$ cat config.mk
export PLATFORM = sky130hd
export DESIGN_NAME = regfile_write_arbiter
export DESIGN_NICKNAME = d
export VERILOG_FILES = /design/src/rtl/regfile_pkg.sv /design/src/rtl/rr_arbiter2.sv /design/src/rtl/regfile_write_arbiter.sv
export SDC_FILE = /design/constraint.sdc
export NUM_CORES = 1
export LEC_CHECK = 0
export BUFFER_PORTS_ARGS = -buffer_cell sky130_fd_sc_hd__buf_2
export CAP_MARGIN = 20
export CORE_ASPECT_RATIO = 0.5
export CORE_MARGIN = 8
export CORE_UTILIZATION = 38
export DETAILED_ROUTE_END_ITERATION = 7
export PLACE_DENSITY = 0.7
export SLEW_MARGIN = 5
export SYNTH_ARGS = -nofsm -noshare
export SYNTH_HDL_FRONTEND = slang
export SYNTH_SLANG_ARGS = --single-unit
export TNS_END_PERCENT = 100
$ cat constraint.sdc
create_clock -name clk -period 1.65 [get_ports clk]
set_input_delay 0.165 -clock clk [delete_from_list [all_inputs] [get_ports clk]]
set_output_delay 0.165 -clock clk [all_outputs]
set_load 0.02 [all_outputs]
$ cat src/rtl/regfile_pkg.sv
// Shared defaults and encodings for the register-file write arbiter.
package regfile_pkg;

  localparam int unsigned DATA_W_DEF   = 8;
  localparam int unsigned ADDR_W_DEF   = 3;
  localparam int unsigned NUM_REGS_DEF = 8;

  typedef enum logic {
    ST_IDLE  = 1'b0,
    ST_SWEEP = 1'b1
  } state_t;

  localparam logic REQ0 = 1'b0;
  localparam logic REQ1 = 1'b1;

endpackage

$ cat src/rtl/rr_arbiter2.sv
// Two-way round-robin grant; the pointer only moves when a grant is accepted.
module rr_arbiter2
  import regfile_pkg::*;
(
  input  logic       clk,
  input  logic       reset_n,
  input  logic [1:0] req_valid,
  input  logic       accept,
  output logic       grant_c,
  output logic       any_valid_c
);

  logic rr_ptr;

  always_comb begin
    any_valid_c = |req_valid;
    grant_c     = REQ0;
    if (&req_valid) begin
      grant_c = rr_ptr;
    end else if (req_valid[1]) begin
      grant_c = REQ1;
    end
  end

  // After a grant the other requester gets priority on the next tie.
  always_ff @(posedge clk or negedge reset_n) begin
    if (!reset_n) begin
      rr_ptr <= REQ0;
    end else if (accept) begin
      rr_ptr <= ~grant_c;
    end
  end

endmodule

$ cat src/rtl/regfile_write_arbiter.sv
// Shares the register-file write port between two requesters and a
// clear-all sweep sequencer; rf_* outputs follow an accepted command by one cycle.
module regfile_write_arbiter
  import regfile_pkg::*;
#(
  parameter int unsigned DATA_W   = DATA_W_DEF,
  parameter int unsigned ADDR_W   = ADDR_W_DEF,
  parameter int unsigned NUM_REGS = NUM_REGS_DEF
) (
  input  logic              clk,
  input  logic              reset_n,
  input  logic              req0_valid,
  output logic              req0_ready,
  input  logic [ADDR_W-1:0] req0_addr,
  input  logic [DATA_W-1:0] req0_data,
  input  logic              req0_clr,
  input  logic              req1_valid,
  output logic              req1_ready,
  input  logic [ADDR_W-1:0] req1_addr,
  input  logic [DATA_W-1:0] req1_data,
  input  logic              req1_clr,
  input  logic              sweep_start,
  output logic              sweep_busy,
  output logic              sweep_done,
  output logic              rf_load,
  output logic              rf_reset,
  output logic [ADDR_W-1:0] rf_addr,
  output logic [DATA_W-1:0] rf_d_in,
  output logic              grant_id
);

  // One extra bit so the terminal count NUM_REGS is distinct from address 0.
  localparam int unsigned CNT_W = ADDR_W + 1;

  state_t             state;
  logic [CNT_W-1:0]   sweep_cnt;
  logic               grant_c;
  logic               any_valid_c;
  logic               accept_c;
  logic [ADDR_W-1:0]  sel_addr_c;
  logic [DATA_W-1:0]  sel_data_c;
  logic               sel_clr_c;

  assign accept_c   = reset_n && (state == ST_IDLE) && !sweep_start && any_valid_c;
  assign req0_ready = accept_c && (grant_c == REQ0);
  assign req1_ready = accept_c && (grant_c == REQ1);

  assign sel_addr_c = (grant_c == REQ1) ? req1_addr : req0_addr;
  assign sel_data_c = (grant_c == REQ1) ? req1_data : req0_data;
  assign sel_clr_c  = (grant_c == REQ1) ? req1_clr  : req0_clr;

  rr_arbiter2 u_rr_arbiter2 (
    .clk         (clk),
    .reset_n     (reset_n),
    .req_valid   ({req1_valid, req0_valid}),
    .accept      (accept_c),
    .grant_c     (grant_c),
    .any_valid_c (any_valid_c)
  );

  // FSM, sweep counter and registered rf command outputs.
  always_ff @(posedge clk or negedge reset_n) begin
    if (!reset_n) begin
      state      <= ST_IDLE;
      sweep_cnt  <= '0;
      sweep_busy <= 1'b0;
      sweep_done <= 1'b0;
      rf_load    <= 1'b0;
      rf_reset   <= 1'b0;
      rf_addr    <= '0;
      rf_d_in    <= '0;
      grant_id   <= 1'b0;
    end else begin
      rf_load    <= 1'b0;
      rf_reset   <= 1'b0;
      sweep_done <= 1'b0;
      case (state)
        ST_IDLE: begin
          if (sweep_start) begin
            state      <= ST_SWEEP;
            sweep_busy <= 1'b1;
            rf_reset   <= 1'b1;
            rf_addr    <= '0;
            sweep_cnt  <= CNT_W'(1);
          end else if (accept_c) begin
            rf_load  <= ~sel_clr_c;
            rf_reset <= sel_clr_c;
            rf_addr  <= sel_addr_c;
            rf_d_in  <= sel_clr_c ? '0 : sel_data_c;
            grant_id <= grant_c;
          end
        end
        ST_SWEEP: begin
          if (sweep_cnt == CNT_W'(NUM_REGS)) begin
            state      <= ST_IDLE;
            sweep_busy <= 1'b0;
            sweep_done <= 1'b1;
          end else begin
            rf_reset  <= 1'b1;
            rf_addr   <= sweep_cnt[ADDR_W-1:0];
            sweep_cnt <= sweep_cnt + CNT_W'(1);
          end
        end
        default: state <= ST_IDLE;
      endcase
    end
  end

endmodule

==> impl_metrics.toml, run 1 <==
[worst_setup_path]
required_ps = 1480
timing.rr.end = "rf_d_in[7]"
cp_slowest_cell = "dfrtp_1"
r2r_cells = 4
r2r-start = "state"
crit_top_cell = "or2_4"
critical_path_class = "reg -> out"
max_stage_delay_ps = 390
start_kind = "register"
r2r_setup_slack_ps = 70
cp_cell_sequence = "or2_4 -> or2_4 -> a21oi_2 -> buf_4"
cp.arrival_ps = 1460
path_max_fanout = 4
end_kind = "output pin"

[clock_tree]
path_clk_slew_ps = 80
cts_buffers = 3
cts_sinks = 22
root_buffer = "clkbuf_8"
clock_path_buffers = 2
clk_latency_ps = 260
htreeDepth = 1
cts_tree = "done"

[finish]
finalNetCount = 187
num-fill-cells = 253
diodes = 0
drive_above_1_share_pct = 47.4
finalNonFillerCells = 191
synthToLayoutAreaGrowth_pct = 36.8

[yosys]
synth_xor_area_share_pct = 0
synthFlopType = "dfrtp_1"
synth.avg_cell_area_um2 = 11.2
async_flop_share_pct = 100
syn_area_um2 = 1090
synth_edf_count = 0
post_synth_inst_count = 97
yosys.area_share.simple_pct = 21.7
synth_cell_types = 28
ys_warn_count = 0
synth_nets = 128
synth_top_family_by_area = "simple AND/OR/NAND/NOR gates"
seq_area_frac_synth_pct = 50.6
synth_mux_area_share_pct = 2.76
synthAdderAreaFrac_pct = 2.30
ys_ff_latch = 22
synth-compound-area-share_pct = 19.3

[timing]
rsz0062_at_grt = "yes"
max_freq_ghz = 0.614
max_slew.worst_pin.slew_ps = 484
period_minus_slack_ps = 1630
worst_slack_ps = 21.1
slew_violations = 0
finalSetupTns_ps = 0
fin_crit_sh_pct = 98.7
fin_worst_skew_ps = 5.08
slew_headroom_pct = 67.5
hold_violations = 0
whs_ps = 129
setup_violations = 0

[detailed_routing]
firstDrtPassIters = 3
drtIter0Drc = 49
wl_per_cell_um = 14.3
drc = 0
routed_via_density = 4.98
drt-total-wl_mm = 2.74
drtAntennaViolNets = 0
via_count = 952

[placed_design]
place.gp.congestion = 0.754
dp.cells = 184
hpwl_mm = 2.08
dp_slack_ps = 102
portBuffers = 46

[min_path]
worstHoldEndpoint = "rf_d_in[0]"
hold_class = "in -> reg"
hp-start = "req1_data[0]"
holdPathStages = 2

[global_routing]
grt_pass1_wl_mm = 4.38
antenna_found_initial = 0
grt_max_degree = 23
grt-ovfl-total = 0
grt_pass1_vias = 988
grt_util_all_layers_pct = 11.0

[floorplanning]
dieWidth_um = 91.6
dieArea_um2 = 4930
rows = 13
start_util_pct = 41.0
dieHeight_um = 53.8
core_um2 = 2650
num_io_pins = 47

[power_and_ir_drop]
ir_worst_vdd_v = 0.000674
leakage_uw = 0.000758
finalPower_uw = 2280
p_per_area_nw_per_um2 = 1540

[outcome]
status = "finished, final reports clean"

[job]
cap_violations = 0
[power by group]
group	total, uW	switching (uW)	internal [uW]
Sequential	909	136	773
Combinational	1040	588	454
Clock	334	171	163
[cell type report]
cell class	instances	area [um2]	area share, %
Inverter	5	18.8	1.26
Tap cell	37	46.3	3.11
Multi-Input combinational cell	68	513	34.5
Sequential cell	22	552	37.1
Timing Repair Buffer	56	317	21.3
Clock buffer	3	41.3	2.78
[sequential cells by signal, summed over array words and instances (netlist names)]
signal,flops
rf_d_in,8
sweep_cnt,4
rf_addr,3
grant_id,1
rf_load,1
rf_reset,1
state,1
sweep_busy,1
sweep_done,1
u_rr_arbiter2.rr_ptr,1
[cells by family after synthesis]
group                      count (synthesis)
adders and majority gates                  2
buffers and inverters                      7
DFF                                       22
and+or+nand+nor                           37
muxes                                      3
AOI/OAI and AO/OA                         26
[per-stage QoR]
stage	util (%)	area, um2
floorplan	-	1090
global route	56.1	1490
CTS	55.3	1470
detailed placement	52.5	1390
finish	56.1	1490
global placement	52.5	1390
[Yosys cell counts, types with 2 or more instances]
cell type | count | area (um2)
inv_1 | 5 | 18.8
and2_1 | 9 | 56.3
a221o_1 | 8 | 80.1
a21oi_1 | 4 | 20.0
o21ai_0 | 4 | 20.0
nand2_1 | 7 | 26.3
and4_2 | 3 | 30.0
dfrtp_1 | 22 | 551
nor2_1 | 7 | 26.3
mux2i_1 | 3 | 30.0
a31oi_1 | 6 | 37.5
ha_1 | 2 | 25.0
or2_4 | 2 | 17.5
[metal layers]
layer	global-route usage (%)	vias to the layer above	part of all wire [%]
li1	-	476	-
met1	12.0	453	44
met2	20.0	21	51
met3	3.88	2	4.3
met4	4.56	0	0.99
met5	0	-	0
[worst max-delay path, delay by kind of cell (launching register included)]
family	cells	cell delay, ps
AO/OA/AOI/OAI	1	110
buffers and inverters	1	150
flip-flops	1	390
AND/OR/NAND/NOR	2	550
[repair_timing]
item                                    CTS  global route
hold buffers                              1             0
resized for setup                         3             4
endpoints found under the setup margin    2            10
hold endpoints to repair                 22             0
buffers inserted                          2             1
pin swaps                                 1             4
[how the worst max path moves through the flow]
stage / to / startpoint / slack, ps
floorplan: u_rr_arbiter2.rr_ptr / state / 70
CTS: req0_ready / state / 10
finish: req0_ready / state / 20
global route: req0_ready / state / -20
detailed placement: rf_d_in[7] / state / 100
global placement: sweep_cnt[1] / sweep_cnt[1] / 170
[cell usage in the layout (no fill, tap or decap), types with 4 or more instances in the layout]
master,instances
a221o_1,8
a31oi_1,6
and2_1,9
buf_2,44
buf_4,10
dfrtp_1,21
inv_1,5
nand2_1,7
nor2_1,6
o21ai_0,4
Note: power is estimated with default switching activity, not from simulation.
==> run 2, diff against run 1 <==
- REMOVE_ABC_BUFFERS: not set -> 1
==> run 2 against run 1 <==
  * Clock power up 15%
  * Clock-buffer cell count grew 1
  * Total power is 4.2% higher
  * Sequential share of layout area down 0.94 points
  * Critical path depth is the same
  * Die area unchanged
  * Via count is 1.3% lower
==> impl_metrics.toml, run 2 (same netlist as run 1, synthesis figures left out) <==
[outcome]
status = "finished, final reports clean"

[detailed_routing]
drtAntennaViolNets = 0
firstDrtPassIters = 4
drc = 0
drt-total-wl_mm = 2.80
routed_via_density = 4.85
drtIter0Drc = 27
wl_per_cell_um = 14.4
via_count = 940

[timing]
fin_crit_sh_pct = 99.0
slew_violations = 0
fin_worst_skew_ps = 3.16
slew_headroom_pct = 68.2
whs_ps = 20.6
max_slew.worst_pin.slew_ps = 474
hold_violations = 0
period_minus_slack_ps = 1630
max_freq_ghz = 0.612
setup_violations = 0

[global_routing]
grt_pass1_vias = 1014
grt_util_all_layers_pct = 11.9
grt_max_degree = 15
grt_pass1_wl_mm = 4.70
antenna_found_initial = 0
grt-ovfl-total = 0

[worst_setup_path]
start_kind = "register"
r2r_cells = 4
path_max_fanout = 4
cp.arrival_ps = 1470
required_ps = 1480
timing.rr.end = "rf_d_in[5]"
r2r_setup_slack_ps = 80
end_kind = "output pin"
critical_path_class = "reg -> out"
r2r-start = "state"

[power_and_ir_drop]
ir_worst_vdd_v = 0.000582
p_comb_share_pct = 45.8
p_switching_uw = 914
netSwitchingFraction_pct = 38.4
finalPower_uw = 2380
leakage_uw = 0.000785
clock_power_share_pct = 16.1
seq_power_share_pct = 38.1
p_per_area_nw_per_um2 = 1560
power.internal_uw = 1470

[floorplanning]
rows = 13
num_io_pins = 47
core_um2 = 2650
dieArea_um2 = 4930
dieWidth_um = 91.6
dieHeight_um = 53.8
start_util_pct = 41.0

[finish]
final_cell_mix = "buf_2, dfrtp_1, buf_4"
finalInstanceArea_um2 = 1520
diodes = 0
top_regs = "rf_d_in: 8 flops, sweep_cnt: 4 flops, rf_addr: 3 flops"
regMostFlops = "rf_d_in"
layout_commonest_cell = "buf_2"
largest_reg_flops = 8
finalNetCount = 189
synthToLayoutAreaGrowth_pct = 40.0
drive_above_1_share_pct = 48.4
fin_util_pct = 57.4

[clock_tree]
root_buffer = "clkbuf_8"
htreeDepth = 1
cts_tree = "done"
path_clk_slew_ps = 80
cts_buffers = 3
clk_latency_ps = 260
cts_sinks = 22
clock_path_buffers = 2

[placed_design]
portBuffers = 46
hpwl_mm = 2.14
place.gp.congestion = 0.797
postPlaceCellArea_um2 = 1400

[min_path]
hold_class = "in -> async"

[job]
cap_violations = 0
-- run 2: critical path, cell delays in order, from the launching register on --
cell	delay, ps
dfrtp_1	390
or2_4	260
or2_4	290
nor2_4	110
buf_4	150
-- run 2: worst max-delay path by stage --
stage                           end                 start  cells after the start  slack (ps)
4_1_cts                  req0_ready               reset_n                      6           7
5_1_grt                  req1_ready                 state                      4         -30
3_3_place_gp             rf_d_in[6]  u_rr_arbiter2.rr_ptr                      4         160
3_5_place_dp             rf_d_in[6]  u_rr_arbiter2.rr_ptr                      4         110
6_report                 req1_ready                 state                      4          20
2_1_floorplan  u_rr_arbiter2.rr_ptr                 state                      4          50
-- run 2: routing by layer --
layer / GRT usage (%) / up-vias / share of wire (%)
li1: - / 476 / -
met1: 13.0 / 434 / 42
met2: 21.8 / 24 / 51
met3: 4.16 / 6 / 5.3
met4: 4.56 / 0 / 2.2
met5: 0 / - / 0
-- run 2: cell type report --
class                           count  area, um2
Clock buffer                        4       55.1
Fill cell                         232       1130
Inverter                            5       18.8
Multi-Input combinational cell     68        515
Sequential cell                    22        551
Tap cell                           37       46.3
Timing Repair Buffer               58        337
-- run 2: metrics by stage --
step | setup TNS (ps) | setup slack (ps) | cells
4_1_cts | 0 | 6.70 | 192
2_1_floorplan | 0 | 49.0 | 95
3_3_place_gp | 0 | 165 | 185
5_1_grt | -47.0 | -27.5 | 194
6_report | 0 | 16.6 | 194
3_5_place_dp | 0 | 105 | 185
-- run 2: power by group through the flow --
| stage | clock network, uW | logic (uW) | registers [uW] |
|---|---|---|---|
| after floorplan | 0 | 444 | 1120 |
| after global placement | 0 | 1020 | 913 |
| after detailed placement | 0 | 1050 | 919 |
| after CTS | 394 | 1050 | 913 |
| after global routing | 415 | 1210 | 940 |
| final | 383 | 1090 | 906 |
-- run 2: repair_timing --
item,in CTS,in global routing
gates resized for setup,3,6
hold buffers,1,0
cloned,0,0
setup endpoints to repair,2,12
buffers inserted,2,2
pin swaps,1,3
hold endpoints to repair,22,0
==> run 3, diff against run 2 <==
- ABC_AREA: not set -> 1
- PLACE_DENSITY: 0.7 -> 0.69
==> run 3 against run 2 <==
  * Cell count grew 25%
  * Critical path depth is 2 higher
  * Die area increased by 8.6%
  * Sequential share of layout area shrank 0.50 points
  * Highest routed layer unchanged
  * Largest power group unchanged
  * First-iteration DRC count is 100% higher
  * Critical path type unchanged
==> impl_metrics.toml, run 3 <==
[floorplanning]
dieHeight_um = 55.9
core_um2 = 3010
start_util_pct = 40.2
dieArea_um2 = 5360
dieWidth_um = 95.8
rows = 14
num_io_pins = 47

[finish]
diodes = 0
finalNonFillerCells = 243
synthToLayoutAreaGrowth_pct = 27.9
fin_util_pct = 51.4
regMostFlops = "rf_d_in"
top_regs = "rf_d_in: 8 flops, sweep_cnt: 4 flops, rf_addr: 3 flops"
drive_above_1_share_pct = 32.0
finalNetCount = 236
num-fill-cells = 299
layout_commonest_cell = "nand2_1"
final_cell_mix = "nand2_1, buf_2, nand3_1"
largest_reg_flops = 8

[clock_tree]
cts_sinks = 22
path_clk_slew_ps = 70
cts_tree = "done"
cts_buffers = 3
clock_path_buffers = 2
clk_latency_ps = 260
root_buffer = "clkbuf_8"
htreeDepth = 1

[power_and_ir_drop]
leakage_uw = 0.000909
ir_worst_vdd_v = 0.000669
p_per_area_nw_per_um2 = 1580

[worst_setup_path]
cp_slowest_cell = "dfrtp_2"
start_kind = "register"
r2r-start = "sweep_cnt[0]"
path_max_fanout = 13
cp.arrival_ps = 1400
crit_family = "flip-flops"
timing.rr.end = "rf_addr[0]"
crit_buf_inv = 3
max_stage_delay_ps = 450
r2r_cells = 5
end_kind = "output pin"
cp_cell_sequence = "nor2_8 -> inv_4 -> nor2_8 -> inv_4 -> nor2_2 -> buf_4"
r2r_setup_slack_ps = 200
required_ps = 1480
critical_path_class = "reg -> out"

[yosys]
ys_top_cells_by_area = "dfrtp_1, nand2_1, nand3_1"
seq_area_frac_synth_pct = 45.5
syn_area_um2 = 1210
synth.most_common_cell = "nand2_1"
async_flop_share_pct = 100
synth_commonest_cells = "nand2_1, nand3_1, dfrtp_1, inv_1, nor2_1"
synth_top_area_share_pct = 45.5
synth.avg_cell_area_um2 = 7.91
synth_edf_count = 0
ys_warn_count = 0
synthFlopType = "dfrtp_1"
ys_ff_latch = 22
synth.largest_area_cell = "dfrtp_1"
post_synth_inst_count = 153
synth_cell_types = 20

[timing]
hold_violations = 0
slew_headroom_pct = 71.7
period_minus_slack_ps = 1570
fin_crit_sh_pct = 95.0
setup_violations = 0
slew_violations = 0
finalSetupTns_ps = 0
fin_worst_skew_ps = 1.87
rsz0062_at_grt = "no"
max_slew.worst_pin.slew_ps = 424
max_freq_ghz = 0.638
worst_slack_ps = 82.7

[detailed_routing]
drtIter0Drc = 55
wl_per_cell_um = 12.4
via_count = 1155
drc = 0
firstDrtPassIters = 4
drt-total-wl_mm = 3.00
drtAntennaViolNets = 0
routed_via_density = 4.75

[placed_design]
portBuffers = 46
place.gp.congestion = 0.755
dp.cells = 238
hpwl_mm = 2.40
dp_slack_ps = 207

[min_path]
worstHoldEndpoint = "rf_d_in[3]"
hold_class = "in -> reg"
holdPathStages = 5
hp-start = "req0_data[3]"

[global_routing]
grt_max_degree = 23
grt_pass1_vias = 1145
antenna_found_initial = 0
grt_util_all_layers_pct = 11.8
grt-ovfl-total = 0
grt_pass1_wl_mm = 5.13

[outcome]
status = "finished, final reports clean"

[job]
cap_violations = 0
run 3: changes by cell type after synthesis, sizes merged, moves of 4 or more:
| cell | delta |
|---|---|
| buf | +4 |
| a31oi | -6 |
| nor2 | +5 |
| and2 | -8 |
| nand2 | +45 |
| inv | +8 |
| nand3 | +24 |
| a221o | -8 |
| a21oi | +6 |
run 3: worst reg2reg max path, cell delays in order (launching register included):
cell	delay, ps
dfrtp_1	440
inv_1	100
ha_1	170
nand4_1	310
a21oi_1	260
nor2_1	60
run 3: how the worst max path moves through the flow:
| stage | from | endpoint | slack [ps] | cells after the start |
|---|---|---|---|---|
| 3_5_place_dp | state | req1_ready | 210 | 6 |
| 4_1_cts | state | req1_ready | 30 | 6 |
| 5_1_grt | state | req1_ready | 20 | 6 |
| 2_1_floorplan | u_rr_arbiter2.rr_ptr | u_rr_arbiter2.rr_ptr | 130 | 5 |
| 3_3_place_gp | state | req1_ready | 240 | 6 |
| 6_report | state | req1_ready | 80 | 6 |
run 3: per-layer routing:
layer,share of wire [%],track usage (%)
met5,0,0
met4,0.97,3.25
met1,42,12.5
met2,53,22.1
met3,4.2,3.23
run 3: where the power goes:
group,internal [uW],leakage [uW],switching (uW),total [uW]
logic,434,0.000615,735,1170
clock network,163,0.0000216,165,327
registers,783,0.000272,164,947
total,1380,0.000909,1060,2440
run 3: cell families (layout without fill, tap and decap cells):
group,after synthesis,count (layout),share of synthesized area [%]
xor gates and xnor gates,1,1,0.724
adders and majority gates,2,2,2.07
DFF,22,22,45.5
buffers and inverters,19,69,8.17
and+or+nand+nor,92,92,34.4
AOI/OAI and AO/OA,17,17,9.10
run 3: area by class of cell:
| cell class | count | area, um2 | share of cell area (%) |
|---|---|---|---|
| sequential | 22 | 552 | 35.7 |
| inverter | 13 | 53.8 | 3.48 |
| multi-input combinational | 112 | 563 | 36.4 |
| clock buffer | 3 | 41.3 | 2.67 |
| timing repair buffer | 53 | 288 | 18.6 |
| tap | 40 | 50.0 | 3.23 |
run 3: repair_timing:
item                       4_1_cts  5_1_grt
hold endpoints to repair        22        0
hold buffers                     1        0
buffers inserted                 1        0
resized for setup                1        2
setup endpoints to repair        2        1
run 3: through the flow:
stage          total power (uW)  area, um2  hold WS, ps
2_1_floorplan              1710       1160         -131
3_3_place_gp               2090       1480          214
3_5_place_dp               2120       1480          214
4_1_cts                    2470       1540          218
5_1_grt                    2650       1550          245
6_report                   2440       1550          217
